===== src/rtl/and_reduce_pkg.sv =====
// Shared types and elaboration helpers for the pipelined N-input reduction cell.
package and_reduce_pkg;

    typedef enum logic [1:0] {
        MODE_AND  = 2'b00,
        MODE_OR   = 2'b01,
        MODE_XOR  = 2'b10,
        MODE_NAND = 2'b11
    } and_reduce_mode_e;

    // Number of values remaining after `level` tree levels of ceil-division by fanin.
    function automatic int and_reduce_count(int n, int fanin, int level);
        int cur;
        cur = n;
        for (int i = 0; i < level; i++) begin
            cur = (cur + fanin - 1) / fanin;
        end
        return cur;
    endfunction

    function automatic int and_reduce_stages(int n, int fanin);
        int cur;
        int stages;
        cur    = n;
        stages = 0;
        for (int i = 0; i < 64; i++) begin
            if (cur > 1) begin
                cur    = (cur + fanin - 1) / fanin;
                stages = stages + 1;
            end
        end
        return (stages < 1) ? 1 : stages;
    endfunction

    function automatic logic and_reduce_identity(and_reduce_mode_e mode);
        return (mode == MODE_AND) || (mode == MODE_NAND);
    endfunction

    // NAND combines as AND inside the tree; the inversion happens once at the output.
    function automatic logic and_reduce_op(and_reduce_mode_e mode, logic a, logic b);
        logic r;
        case (mode)
            MODE_AND:  r = a & b;
            MODE_OR:   r = a | b;
            MODE_XOR:  r = a ^ b;
            MODE_NAND: r = a & b;
            default:   r = a & b;
        endcase
        return r;
    endfunction

endpackage


===== src/rtl/and_reduce_stage.sv =====
// One level of the reduction tree: combine groups of FANIN values, pad partial
// groups with the mode's identity, and register data/mode/valid with local flow control.
module and_reduce_stage
    import and_reduce_pkg::*;
#(
    parameter int N_VAL = 3,
    parameter int WIDTH = 1,
    parameter int FANIN = 4
) (
    input  logic                                          clk,
    input  logic                                          rst_n,
    input  logic [N_VAL*WIDTH-1:0]                        up_data,
    input  and_reduce_mode_e                              up_mode,
    input  logic                                          up_valid,
    output logic                                          up_ready,
    output logic [((N_VAL+FANIN-1)/FANIN)*WIDTH-1:0]      dn_data,
    output and_reduce_mode_e                              dn_mode,
    output logic                                          dn_valid,
    input  logic                                          dn_ready
);

    localparam int N_OUT = (N_VAL + FANIN - 1) / FANIN;
    localparam int N_PAD = N_OUT * FANIN;

    logic                     ident;
    logic                     acc;
    logic [N_PAD*WIDTH-1:0]   padded;
    logic [N_OUT*WIDTH-1:0]   combined;

    always_comb begin
        ident    = and_reduce_identity(up_mode);
        acc      = 1'b0;
        padded   = {(N_PAD*WIDTH){ident}};
        padded[N_VAL*WIDTH-1:0] = up_data;
        combined = '0;
        for (int g = 0; g < N_OUT; g++) begin
            for (int b = 0; b < WIDTH; b++) begin
                acc = ident;
                for (int j = 0; j < FANIN; j++) begin
                    acc = and_reduce_op(up_mode, acc, padded[(g*FANIN + j)*WIDTH + b]);
                end
                combined[g*WIDTH + b] = acc;
            end
        end
    end

    // An empty register always accepts, so bubbles collapse toward the output.
    assign up_ready = !dn_valid || dn_ready;

    always_ff @(posedge clk or negedge rst_n) begin
        if (!rst_n) begin
            dn_valid <= 1'b0;
            dn_data  <= '0;
            dn_mode  <= MODE_AND;
        end else if (up_ready) begin
            dn_valid <= up_valid;
            if (up_valid) begin
                dn_data <= combined;
                dn_mode <= up_mode;
            end
        end
    end

endmodule


===== src/rtl/and_reduce_pipe.sv =====
// Pipelined N-input bitwise reduction (AND/OR/XOR/NAND) with valid/ready on both sides.
// Define AND_REDUCE_QN_EN to add the complementary QN output.
module and_reduce_pipe
    import and_reduce_pkg::*;
#(
    parameter int N_IN  = 3,
    parameter int WIDTH = 1,
    parameter int FANIN = 4
) (
    input  logic                    CLK,
    input  logic                    RSTB,
    input  logic [N_IN*WIDTH-1:0]   IN,
    input  logic [1:0]              MODE,
    input  logic                    IVLD,
    output logic                    IRDY,
    output logic [WIDTH-1:0]        Q,
    output logic                    OVLD,
    input  logic                    ORDY
`ifdef AND_REDUCE_QN_EN
    ,
    output logic [WIDTH-1:0]        QN
`endif
);

    localparam int STAGES = and_reduce_stages(N_IN, FANIN);

    logic [STAGES:0]  link_valid;
    logic [STAGES:0]  link_ready;
    and_reduce_mode_e link_mode [STAGES+1];
    logic [WIDTH-1:0] last_data;

    assign link_valid[0]      = IVLD;
    assign link_mode[0]       = and_reduce_mode_e'(MODE);
    assign link_ready[STAGES] = ORDY;
    assign IRDY               = link_ready[0];

    for (genvar s = 0; s < STAGES; s++) begin : stage_g
        localparam int NV = and_reduce_count(N_IN, FANIN, s);
        localparam int NO = and_reduce_count(N_IN, FANIN, s + 1);

        logic [NV*WIDTH-1:0] feed;
        logic [NO*WIDTH-1:0] data;

        if (s == 0) begin : g_first
            assign feed = IN;
        end else begin : g_next
            assign feed = stage_g[s-1].data;
        end

        and_reduce_stage #(
            .N_VAL (NV),
            .WIDTH (WIDTH),
            .FANIN (FANIN)
        ) u_stage (
            .clk      (CLK),
            .rst_n    (RSTB),
            .up_data  (feed),
            .up_mode  (link_mode[s]),
            .up_valid (link_valid[s]),
            .up_ready (link_ready[s]),
            .dn_data  (data),
            .dn_mode  (link_mode[s+1]),
            .dn_valid (link_valid[s+1]),
            .dn_ready (link_ready[s+1])
        );
    end

    assign last_data = stage_g[STAGES-1].data;
    assign OVLD      = link_valid[STAGES];
    assign Q         = (link_mode[STAGES] == MODE_NAND) ? ~last_data : last_data;

`ifdef AND_REDUCE_QN_EN
    assign QN = ~Q;
`endif

endmodule


===== config.mk =====
export PLATFORM = sky130hd
export DESIGN_NAME = and_reduce_pipe
export DESIGN_NICKNAME = d
export VERILOG_FILES = /design/src/rtl/and_reduce_pkg.sv /design/src/rtl/and_reduce_stage.sv /design/src/rtl/and_reduce_pipe.sv
export SDC_FILE = /design/constraint.sdc
export NUM_CORES = 1
export LEC_CHECK = 0
export ABC_AREA = 1
export CELL_PAD_IN_SITES_DETAIL_PLACEMENT = 1
export CELL_PAD_IN_SITES_GLOBAL_PLACEMENT = 1
export CORE_MARGIN = 10
export CORE_UTILIZATION = 30
export CTS_CLUSTER_SIZE = 25
export DETAILED_ROUTE_END_ITERATION = 7
export GPL_TIMING_DRIVEN = 0
export HOLD_SLACK_MARGIN = 0.15
export PLACE_DENSITY_LB_ADDON = 0.1
export SLEW_MARGIN = 20
export SYNTH_ARGS = -nofsm -noshare
export SYNTH_HDL_FRONTEND = slang
export SYNTH_HIERARCHICAL = 1
export SYNTH_SLANG_ARGS = --single-unit

===== constraint.sdc =====
create_clock -name CLK -period 1.2 [get_ports CLK]
set_clock_uncertainty 0.15 [all_clocks]
set_input_delay 0.18 -clock CLK [delete_from_list [all_inputs] [get_ports CLK]]
set_output_delay 0.18 -clock CLK [all_outputs]
set_load 0.02 [all_outputs]

==> results of run 1 <==
[cells by family after synthesis]
kind of cell | Yosys count | synth area share, %
AOI/OAI and AO/OA | 6 | 8.88
and+or+nand+nor | 25 | 24.6
adders and majority gates | 10 | 29.6
DFF | 4 | 23.7
buffers and inverters | 15 | 13.3
[path summary, 6_finish.rpt]
kind	start	to	slack [ps]	cells past startpoint
worst max-delay path	MODE[0]	stage_g[0].u_stage/dn_data$_DFFE_PN0P_	-1370	22
worst min-delay path	ORDY	stage_g[0].u_stage/dn_data$_DFFE_PN0P_	280	5
worst max register to register	stage_g[0].u_stage/dn_valid$_DFFE_PN0N_	stage_g[0].u_stage/dn_mode[1]$_DFFE_PN0P_	110	5
worst min register to register	stage_g[0].u_stage/dn_data$_DFFE_PN0P_	stage_g[0].u_stage/dn_data$_DFFE_PN0P_	370	2
max in group asynchronous	RSTB	stage_g[0].u_stage/dn_mode[1]$_DFFE_PN0P_	200	2
min in group asynchronous	RSTB	stage_g[0].u_stage/dn_valid$_DFFE_PN0N_	530	2
[cells in the final DEF (no fill, tap or decap)]
cell type | netlist | routed
inv_1 | 12 | 7
ha_4 | 0 | 4
nor2_2 | 0 | 1
clkbuf_4 | 0 | 3
inv_2 | 3 | 6
inv_4 | 0 | 2
o21ai_2 | 2 | 2
buf_6 | 0 | 3
nand2_2 | 2 | 6
ha_1 | 10 | 4
dfrtp_1 | 4 | 4
ha_2 | 0 | 2
a21oi_2 | 0 | 1
a21oi_1 | 2 | 1
buf_8 | 0 | 1
nand2_1 | 18 | 14
clkdlybuf4s50_1 | 0 | 4
o21ai_1 | 2 | 2
nand3_2 | 0 | 4
dlygate4sd2_1 | 0 | 2
buf_4 | 0 | 8
buf_12 | 0 | 1
buf_2 | 0 | 1
dlygate4sd3_1 | 0 | 3
[flip-flops by register name (all words and copies together), names as in the netlist]
signal / cells
stage_g.u_stage/dn_mode: 2
stage_g.u_stage/dn_valid: 1
stage_g.u_stage/dn_data: 1
[per-stage QoR]
stage	total power, mW	utilization, %
after floorplan	0.316	-
after CTS	0.653	55.2
after global routing	0.750	59.4
final	0.710	59.4
after detailed placement	0.412	44.9
after global placement	0.397	44.9
[routing by layer]
metal | vias up | global-route usage [%] | part of all wire, %
met5 | - | 0 | 0
met4 | 0 | 6.04 | 2.5
met3 | 6 | 3.54 | 5.4
met2 | 8 | 16.9 | 57
met1 | 235 | 7.64 | 35
li1 | 234 | - | -
[critical path, cell delays in order]
cell,delay [ps]
buf_8,80
inv_4,30
ha_4,290
inv_4,50
ha_4,250
a21oi_2,40
nand2_1,70
nand2_2,90
ha_4,270
nand2_2,50
nand3_2,70
o21ai_2,60
ha_1,290
nand2_1,70
nand3_2,60
o21ai_2,80
inv_2,70
ha_4,160
nor2_2,120
nand2_2,80
nand3_2,60
nand2_1,50
[timing repair]
action                                 CTS  global route
setup endpoints to repair                4             3
hold buffers                             3             0
pin swaps                                7            14
resized for setup                       36            10
gates cloned                             0             0
endpoints found under the hold margin    6             0
buffers inserted                         7             2
[power by group]
group	switching [mW]	internal (mW)	total (mW)	leakage, nW
Combinational	0.171	0.180	0.351	0.338
Clock	0.0754	0.113	0.189	0.0138
Sequential	0.0162	0.153	0.170	0.0479
[layout make-up]
class / count / area [um^2] / share of cell area, %
inverters: 15 / 61.3 / 7.84
multi-input cells: 41 / 358 / 45.8
clock buffers: 3 / 22.5 / 2.88
repair buffers: 23 / 221 / 28.3
well taps: 15 / 18.8 / 2.40
flip-flops and latches: 4 / 100 / 12.8
==> run summary, run 1 <==
status - finished with violations
failing checks - negative setup slack
clock buffer depth - 2
Area Overhead vs Synth - 84.9%
unrepaired setup endpoints after global routing - yes
core outline area - 0.00132 mm^2
fin cells - 101
register area share after synthesis - 23.7%
placed cell count - 86
relative slew slack - 85.5%
Slew Viols, Final - 0
top_reg_cell synth - dfrtp_1
Design Area, Final - 782 um^2
num rows - 13
Clock Tree Root - clkbuf_4
CP startpoint kind - input pin
post-route ant nets - 0
Hold Slack - 277 ps
gpl congestion - 0.669
Hold Violations, Final - 0
DP Area - 592 um^2
Yosys top cell by area - ha_1
Syn Nets - 79
DRT Wirelength - 1570 um
initial antenna violation count - 0
WP data arrival - 2560 ps
Pwr per Cell Area - 907 mW/mm^2
FMAX - 389 MHz
mapped cell area - 423 um^2
Hold Path Class - input pin to register
antenna cells - 0
IO Count - 12
Filler cells - 162
pre-CTS setup slack - -2120 ps
drt via density - 4.78
Critical Path RT - 1190 ps
CTS tree - done
DIE HEIGHT - 57.5 um
Least-Margin Pin Slew - 218 ps
final period utilization - 214%
Lkg Pwr - 0.399 nW
# DRC - 0
number of synthesized flops with an enable pin - 0
layout cells sized above 1 - 52.3%
global-route wire length before repair - 2280 um
1st-pass router iterations - 2
drt wl/cell - 15.5 um
Worst-path clk slew - 40 ps
vias - 483
CTS H-tree lvls - 1
Synth top area share - 29.6%
Netlist cell types - 11
most common cell in the synthesized netlist - nand2_1
peak supply drop - 0.298 mV
Num CTS Buffers - 3
number of synthesized register bits - 4
GR Util All Layers - 9.05%
Final HPWL DP - 904 um
Max FO, Critical Path - 2
Syn Area/Cell - 7.05 um^2
largest net degree at the start of global routing - 6
Die X-Extent - 57.5 um
CP endpoint kind - register
Final min period - 2570 ps
share of synthesized registers carrying an async set or reset - 100%
setup TNS - -1480 ps
Final WS setup - -1370 ps
synth top area cells - ha_1 30%, dfrtp_1 24%, nand2_1 16%
clock sinks - 4
DIE AREA - 0.00331 mm^2
setup violators final - 2
fin nets - 107
worst skew pair latency - 250 ps
Syn Inst Count - 60
GR Overflow Total - 0
drt first-iter violations - 1
port buffer count - 11
Initial Utilization - 32.1%
vias in the first global route - 484
YS warnings - 6
MaxCap Viol Count - 0
synth cell count leaders - 18 x nand2_1, 12 x inv_1, 10 x ha_1, 4 x dfrtp_1, 4 x nand3_1
crit path kind - input pin to register
(Power assumes the default switching activity.)
==> inputs of run 2 (changes only) <==
Settings changed: CTS_CLUSTER_SIZE 25 to not set.
==> results of run 2 <==
Final layout, timing and power as in run 1 (identical DEF).
==> inputs of run 3 (changes only) <==
Settings changed: RECOVER_POWER set to 25, SETUP_SLACK_MARGIN set to 0.3.
==> run 3 against run 2 <==
Compared with the run above: fmax rose by 2.5%; power fell by 3.6%; non-clock buffer count fell by 4; first-iteration DRC count did not move; hold slack got worse by 210 ps; sequential share of layout area rose by 0.54 points; critical path type unchanged; register-to-register slack barely moved; worst setup slack improved by 64 ps; global-route usage fell by 1.4 points; clock-buffer cell count rose by 1; the run still ends with negative setup slack left; sequential power barely moved; via count fell by 7.2%.
==> run summary, run 3 (synthesized netlist as in run 1, its figures left out) <==
FMAX - 399 MHz (+2.5%)
Slowest cell on crit path - ha_1
core outline area - 0.00132 mm^2 (unchanged)
# DRC - 0 (unchanged)
gpl congestion - 0.682 (+1.8%)
DIE HEIGHT - 57.5 um (unchanged)
IO Count - 12 (unchanged)
most common cell after layout, fill and taps aside - nand2_1
net switching share of the total power - 34.3% (-2.7 points)
Pwr per Cell Area - 901 mW/mm^2 (-0.71%)
CTS H-tree lvls - 1 (unchanged)
overall power - 0.684 mW (-3.6%)
fin nets - 103 (-3.7%)
most frequent cells in the layout - 11 x nand2_1, 8 x inv_1, 7 x nand2_2
Final Util - 57.6% (-1.7 points)
switching power - 0.235 mW (-11%)
Hold Violations, Final - 0 (unchanged)
post-route ant nets - 0 (unchanged)
drt via density - 4.57 (-4.4%)
Final WS setup - -1310 ps (+63.6 ps)
Filler cells - 172 (+6.2%)
setup TNS - -1400 ps (+83.7 ps)
final period utilization - 209% (-5.3 points)
GR Util All Layers - 7.60% (-1.4 points)
Hold Path Class - input pin to register
max reg flops - 2 (unchanged)
CTS tree - done
Internal Power - 0.449 mW (+0.51%)
Critical Path RT - 1180 ps (about the same)
crit path kind - input pin to register
Slew Viols, Final - 0 (unchanged)
CP max stage delay - 290 ps (about the same)
num rows - 13 (unchanged)
setup violators final - 2 (unchanged)
vias in the first global route - 454 (-6.2%)
Num CTS Buffers - 3 (unchanged)
drt first-iter violations - 1 (unchanged)
1st-pass router iterations - 2 (unchanged)
GR Overflow Total - 0 (unchanged)
Final min period - 2510 ps (-63.6 ps)
Least-Margin Pin Slew - 223 ps (+5.14 ps)
Lkg Pwr - 0.392 nW (-1.9%)
Initial Utilization - 32.1% (unchanged)
peak supply drop - 0.289 mV (-3.1%)
global-route wire length before repair - 2000 um (-12%)
port buffer count - 11 (unchanged)
failing checks - negative setup slack
Clock Tree Root - clkbuf_4
status - finished with violations
fin cells - 98 (-3.0%)
antenna cells - 0 (unchanged)
vias - 448 (-7.2%)
Final HPWL DP - 886 um (-2.0%)
relative slew slack - 85.1% (-0.39 points)
placed cell count - 86 (unchanged)
Worst-path clk slew - 40 ps (about the same)
clock buffer depth - 2 (unchanged)
Die X-Extent - 57.5 um (unchanged)
clock sinks - 4 (unchanged)
top flop regs - stage_g.u_stage/dn_mode: 2 flops, stage_g.u_stage/dn_data: 1 flops, stage_g.u_stage/dn_valid: 1 flops
R2R Setup Slk - 110 ps (about the same)
largest net degree at the start of global routing - 6 (unchanged)
sequential share of power - 25.1% (+1.2 points)
DRT Wirelength - 1160 um (-26%)
CP startpoint kind - input pin
MaxCap Viol Count - 0 (unchanged)
cells along the critical path - buf_8, inv_4, ha_4, inv_4, ha_4, a21oi_2, nand2_1, nand2_2, ha_4, nand2_2, nand3_2, o21ai_2, ha_1, nand2_1, nand3_2, o21ai_2, inv_2, ha_4, nand2_2, nand2_1, nand3_1, nand2_1
Area Overhead vs Synth - 79.6%
unrepaired setup endpoints after global routing - yes
Logic pwr share - 47.8% (-1.7 points)
DIE AREA - 0.00331 mm^2 (unchanged)
layout cells sized above 1 - 50.6% (-1.7 points)
drt wl/cell - 11.9 um (-24%)
register name with the most flops - stage_g.u_stage/dn_mode
power share of the clock group - 27.0% (+0.4 points)
CP endpoint kind - register
worst skew pair latency - 240 ps (about the same)
initial antenna violation count - 0 (unchanged)
Max FO, Critical Path - 3 (+1)
WP data arrival - 2480 ps (-80 ps)
## run 3: power groups by stage
stage	Sequential, mW	Clock [mW]	Combinational [mW]
floorplan	0.170	0	0.154
global placement	0.172	0	0.234
detailed placement	0.172	0	0.247
CTS	0.170	0.191	0.292
global route	0.174	0.195	0.365
finish	0.172	0.185	0.327
## run 3: worst max-delay path, delay by kind of cell
family / cells / cell delay [ps]
simple gates: 10 / 580
buf+inv: 4 / 220
fa+ha+maj: 5 / 1310
compound gates: 3 / 180
## run 3: worst paths after layout
path / startpoint / endpoint / cells past startpoint
max: MODE[0] / stage_g[0].u_stage/dn_data$_DFFE_PN0P_ / 22
min: MODE[1] / stage_g[0].u_stage/dn_mode[1]$_DFFE_PN0P_ / 3
max reg2reg: stage_g[0].u_stage/dn_valid$_DFFE_PN0N_ / stage_g[0].u_stage/dn_mode[0]$_DFFE_PN0P_ / 5
min reg2reg: stage_g[0].u_stage/dn_data$_DFFE_PN0P_ / stage_g[0].u_stage/dn_data$_DFFE_PN0P_ / 2
max in group asynchronous: RSTB / stage_g[0].u_stage/dn_valid$_DFFE_PN0N_ / 1
min in group asynchronous: RSTB / stage_g[0].u_stage/dn_mode[0]$_DFFE_PN0P_ / 1
## run 3: what timing repair did
action | in CTS | in global routing
gates resized for setup | 37 | 10
pin swaps | 9 | 14
setup endpoints to repair | 6 | 7
endpoints found under the hold margin | 6 | 6
buffers inserted | 6 | 2
## run 3: stage by stage
stage / hold slack (ps) / setup WS (ps) / cell area (um^2)
floorplan: -266 / -1390 / 477
global placement: 246 / -2050 / 606
detailed placement: 251 / -2080 / 606
finish: 64.7 / -1310 / 759
CTS: -4.10 / -1300 / 697
global route: 79.2 / -1470 / 759
## run 3: final cells by class
class	instances	area (um^2)	share of cell area, %
Inverter	15	61.3	8.07
Tap cell	15	18.8	2.47
Timing Repair Buffer	19	185	24.4
Clock buffer	4	26.3	3.46
Sequential cell	4	101	13.3
Multi-Input combinational cell	41	367	48.3
## run 3: per-layer routing
metal  GRT usage [%]  wire [um]  part of all wire [%]  vias to the layer above
met4            5.03         31                   2.7                        0
met1            6.78        390                    34                      209
met5               0          0                     0                        -
met3            2.65         76                   6.5                        4
li1                -          -                     -                      227
met2            14.0        665                    57                        8
